[config.mk]
export PLATFORM = sky130hd
export DESIGN_NAME = reg_scoreboard
export DESIGN_NICKNAME = d
export VERILOG_FILES = /design/src/rtl/reg_scoreboard.sv
export SDC_FILE = /design/constraint.sdc
export NUM_CORES = 1
export LEC_CHECK = 0
export CORE_MARGIN = 3
export CORE_UTILIZATION = 41
export CTS_BUF_LIST = sky130_fd_sc_hd__clkbuf_16
export DETAILED_ROUTE_END_ITERATION = 6
export PLACE_DENSITY = 0.55
export SETUP_SLACK_MARGIN = 0.15
export SLEW_MARGIN = 25
export SYNTH_ARGS = -nofsm -noshare
export SYNTH_HDL_FRONTEND = slang
export SYNTH_SLANG_ARGS = --single-unit
[constraint.sdc]
create_clock -name clock -period 2.47 [get_ports clock]
set_input_delay 0.3705 -clock clock [delete_from_list [all_inputs] [get_ports clock]]
set_output_delay 0.3705 -clock clock [all_outputs]
set_load 0.1 [all_outputs]
[src/rtl/reg_scoreboard.sv]
// Register scoreboard: per-register pending bit plus a one-hot writeback timing row
// that counts down to the bypass network. Five combinational read ports and a hazard column.
module reg_scoreboard #(
    parameter int NREGS = 32,
    parameter int ROWW  = 5
) (
    input  logic                 clock,
    input  logic                 reset,
    input  logic [4:0]           rd_addr_0,
    input  logic [4:0]           rd_addr_1,
    input  logic [4:0]           rd_addr_2,
    input  logic [4:0]           rd_addr_3,
    input  logic [4:0]           rd_addr_4,
    output logic                 rd_pending_0,
    output logic                 rd_pending_1,
    output logic                 rd_pending_2,
    output logic                 rd_pending_3,
    output logic                 rd_pending_4,
    output logic [ROWW-1:0]      rd_row_0,
    output logic [ROWW-1:0]      rd_row_1,
    output logic [ROWW-1:0]      rd_row_2,
    output logic [ROWW-1:0]      rd_row_3,
    output logic [ROWW-1:0]      rd_row_4,
    input  logic                 iss_valid,
    input  logic                 iss_writereg,
    input  logic [4:0]           iss_writeaddr,
    input  logic                 iss_long,
    input  logic [2:0]           iss_latency,
    input  logic [2:0]           haz_latency,
    output logic [NREGS-1:0]     haz_column,
    input  logic                 wb_long_valid,
    input  logic [4:0]           wb_long_addr
);

    logic [NREGS-1:0]           pending_r;
    logic [NREGS-1:0][ROWW-1:0] row_r;
    logic [NREGS-1:0]           pending_nx_s;
    logic [NREGS-1:0][ROWW-1:0] row_nx_s;
    logic                       lat_ok_s;
    logic                       iss_take_s;
    logic [ROWW-1:0]            iss_row_s;

    // Register 0 is hardwired zero, so its reads are forced to zero regardless of state.
    function automatic logic [ROWW:0] read_entry(
        input logic [4:0]                 addr,
        input logic [NREGS-1:0]           pend,
        input logic [NREGS-1:0][ROWW-1:0] rows
    );
        logic [ROWW:0] entry;
        if (addr == 5'd0) begin
            entry = {(ROWW+1){1'b0}};
        end else begin
            entry = {pend[addr], rows[addr]};
        end
        return entry;
    endfunction

    // Decode the issuing instruction into "accepted" and its initial timing row.
    always_comb begin
        lat_ok_s   = (iss_latency != 3'd0) && ({1'b0, iss_latency} <= 4'(ROWW));
        iss_take_s = iss_valid && iss_writereg && (iss_long || lat_ok_s);
        if (iss_long) begin
            iss_row_s = {ROWW{1'b0}};
        end else begin
            iss_row_s = ROWW'(1'b1) << (iss_latency - 3'd1);
        end
    end

    // Next state per register; a new issue beats a same-cycle long writeback or natural expiry.
    always_comb begin
        pending_nx_s = pending_r;
        row_nx_s     = row_r;
        for (int i = 0; i < NREGS; i++) begin
            if (i == 0) begin
                pending_nx_s[i] = 1'b0;
                row_nx_s[i]     = {ROWW{1'b0}};
            end else if (iss_take_s && (iss_writeaddr == 5'(i))) begin
                pending_nx_s[i] = 1'b1;
                row_nx_s[i]     = iss_row_s;
            end else if (wb_long_valid && (wb_long_addr == 5'(i))) begin
                pending_nx_s[i] = 1'b0;
                row_nx_s[i]     = {ROWW{1'b0}};
            end else begin
                row_nx_s[i] = row_r[i] >> 1;
                if (row_r[i] == ROWW'(1'b1)) begin
                    pending_nx_s[i] = 1'b0;
                end else begin
                    pending_nx_s[i] = pending_r[i];
                end
            end
        end
    end

    // State registers; rows advance every edge, stalls do not freeze them.
    always_ff @(posedge clock) begin
        if (reset) begin
            pending_r <= {NREGS{1'b0}};
            row_r     <= {(NREGS*ROWW){1'b0}};
        end else begin
            pending_r <= pending_nx_s;
            row_r     <= row_nx_s;
        end
    end

    // Zero-latency read ports.
    always_comb begin
        {rd_pending_0, rd_row_0} = read_entry(rd_addr_0, pending_r, row_r);
        {rd_pending_1, rd_row_1} = read_entry(rd_addr_1, pending_r, row_r);
        {rd_pending_2, rd_row_2} = read_entry(rd_addr_2, pending_r, row_r);
        {rd_pending_3, rd_row_3} = read_entry(rd_addr_3, pending_r, row_r);
        {rd_pending_4, rd_row_4} = read_entry(rd_addr_4, pending_r, row_r);
    end

    // A write now at bit L lands next cycle in the same slot as a new L-latency write.
    always_comb begin
        haz_column = {NREGS{1'b0}};
        for (int i = 1; i < NREGS; i++) begin
            for (int k = 1; k < ROWW; k++) begin
                haz_column[i] = haz_column[i] | (row_r[i][k] & (haz_latency == 3'(k)));
            end
        end
    end

endmodule

==> results.toml <==
[placed_design]
hpwl_um = 56400
gp_congestion = 1.08
port_buffers = 107
placed_area_mm2 = 0.0198

[final_layout]
fin_area_mm2 = 0.0217
area_growth_pct = 34.7
nets = 1849
layout_commonest_cell = "nand2_1"
drive_above_1_share = 0.496
fin_util = 0.568
nFillCells = 3314
final_cell_mix = "224 x nand2_1, 222 x buf_4, 179 x mux2i_1"

[detailed_routing]
vias = 16090
drt_iter0_drc = 2264
via_per_inst = 6.92
drc = 0
routedWlPerCell_um = 32.8
drtPass1Iterations = 6
drt-total-wl_um = 76400
ant_nets = 0

[sta]
slew_headroom = 0.654
fin_ws_ns = -0.219
worst_pin_slew_ns = 0.517
whs_ns = 0.371
hold_violations = 0
setup_viol = 30
rsz0062_at_grt = "true"
finalClockSkew_ns = 0.0108
slew_violations = 0
period_needed_ns = 2.69
max_freq_mhz = 372
finalCritPeriodShare = 1.09

[floorplanning]
die_h_um = 204
coreArea_mm2 = 0.0382
dieArea_mm2 = 0.0417
initial_utilization = 0.422
die_w_um = 204
boundaryPins = 109
fp-row-count = 71

[global_routing]
grt_remaining_overflow = 0
grtUsageTotal = 0.363
grt_pass1_vias = 15472
met2_usage = 0.534
grt_pass1_wl_um = 110000
grt_max_degree = 47
antenna_found_initial = 2
met3_usage = 0.0903
use_met1 = 0.496
busiest_layer = "met2"

[critical_path]
startpoint_type = "flop"
critPathMaxFanout = 5
arrival_ns = 2.32
crit_type = "reg2out"
cp-end-kind = "output pin"
cp.required_ns = 2.10

[outcome]
violations = "setup timing"
status = "finished with violations"

[logic_synthesis]
synth_edf_count = 0
synth_seq_cells = 186
yosysWarnings = 0
synthFlopType = "dfxtp_1"
syn-cell-area_mm2 = 0.0161
async_flop_share = 0
ys_seq_area_frac = 0.231
syn_inst = 1536
yosysUniqueCellTypes = 47
syn-num-nets = 1584
syn_avg_cell_area_um2 = 10.5

[clock_network]
cts_sinks = 186
clk_latency_ns = 0.46
cts_hold_buf = 0
clk_pin_slew_worst_paths_ns = 0.08
clock_path_buffers = 2
cts_buffers = 17
htreeDepth = 4
cts_tree = "done"
root_buffer = "clkbuf_16"

[job]
maxCapViolCount = 0

[hold_path]
min_path_type = "in2reg"

[power]
power_density_mw_per_mm2 = 336
leakagePower_uw = 0.00884
ir_worst_vdd_uv = 450
-- worst max-delay path: stages, from the launching register on --
cell      delay (ns)
dfxtp_4         0.37
mux4_4          0.65
a22oi_2         0.21
buf_4           0.14
o211ai_1        0.10
o31a_2          0.20
buf_12          0.18
-- Yosys cell counts (17+ instances only) --
cell / n / area share
dfxtp_1: 186 / 0.23
mux2i_1: 198 / 0.12
mux4_2: 138 / 0.19
buf_6: 18 / 0.013
buf_2: 39 / 0.012
o31a_1: 18 / 0.0098
o211ai_1: 18 / 0.0084
nor2_1: 62 / 0.014
nor2b_1: 18 / 0.0070
mux2_2: 65 / 0.045
nand3_1: 33 / 0.010
a22oi_1: 116 / 0.054
a22o_1: 17 / 0.0092
clkbuf_1: 60 / 0.014
a21oi_1: 86 / 0.027
nand2_1: 224 / 0.052
nand4_2: 21 / 0.016
mux4_1: 46 / 0.075
nor4_1: 31 / 0.012
-- routing by layer --
| layer | routed length (µm) | vias up |
|---|---|---|
| met3 | 8940 | 201 |
| met5 | 11 | - |
| li1 | - | 6602 |
| met1 | 30000 | 8052 |
| met4 | 4260 | 2 |
| met2 | 33200 | 1233 |
-- registers in the layout, summed over array words and instances, names as in the netlist --
signal     flops
pending_r     31
row_r        155
-- power by group --
| group | switching [µW] | total (µW) | internal, µW |
|---|---|---|---|
| Combinational | 923 | 1560 | 638 |
| Sequential | 10.6 | 2950 | 2940 |
| Clock | 1290 | 2780 | 1490 |
-- logic make-up (layout without fill, tap and decap cells) --
kind of cell               Yosys count  count (layout)  share of synthesized area
DFF                                186             186                      0.231
and+or+nand+nor                    443             443                      0.146
other                                1               2                   0.000233
AOI/OAI and AO/OA                  298             298                      0.127
buffers and inverters              158             435                     0.0551
muxes                              449             449                      0.440
adders and majority gates            1               1                   0.000777
-- final cells by class --
| class | instances | area [µm²] | area share |
|---|---|---|---|
| antenna | 1 | 2.50 | 0.000115 |
| clock buffer | 17 | 425 | 0.0196 |
| clock inverter | 14 | 149 | 0.00686 |
| inverter | 10 | 37.5 | 0.00173 |
| multi-input combinational | 1192 | 12000 | 0.552 |
| sequential | 186 | 4030 | 0.186 |
| tap | 511 | 639 | 0.0295 |
| timing repair buffer | 394 | 4440 | 0.205 |
-- through the flow --
step                setup TNS [ns]  cells  total power (µW)  setup slack, ns
floorplan                        0   1536              3950           0.0441
global placement             -5.81   2239              4500           -0.396
detailed placement           -6.19   2239              4510           -0.409
CTS                          -3.39   2312              7270           -0.216
global route                 -4.83   2324              7500           -0.247
finish                       -3.79   2325              7290           -0.219
-- timing repair --
item | in CTS | in global routing
cloned | 4 | 0
pin swaps | 46 | 15
buffers inserted | 38 | 12
resized for setup | 294 | 60
setup endpoints to repair | 53 | 32
-- worst paths after layout --
path / start / end / slack (ns) / depth (start not counted)
worst max register to register: row_r[56] / pending_r[11] / 1.16 / 6
worst min-delay path: reset / pending_r[8] / 0.37 / 2
worst max-delay path: row_r[92] / rd_row_2[2] / -0.22 / 6
worst min register to register: pending_r[22] / pending_r[22] / 0.52 / 2
(Power assumes the default switching activity.)
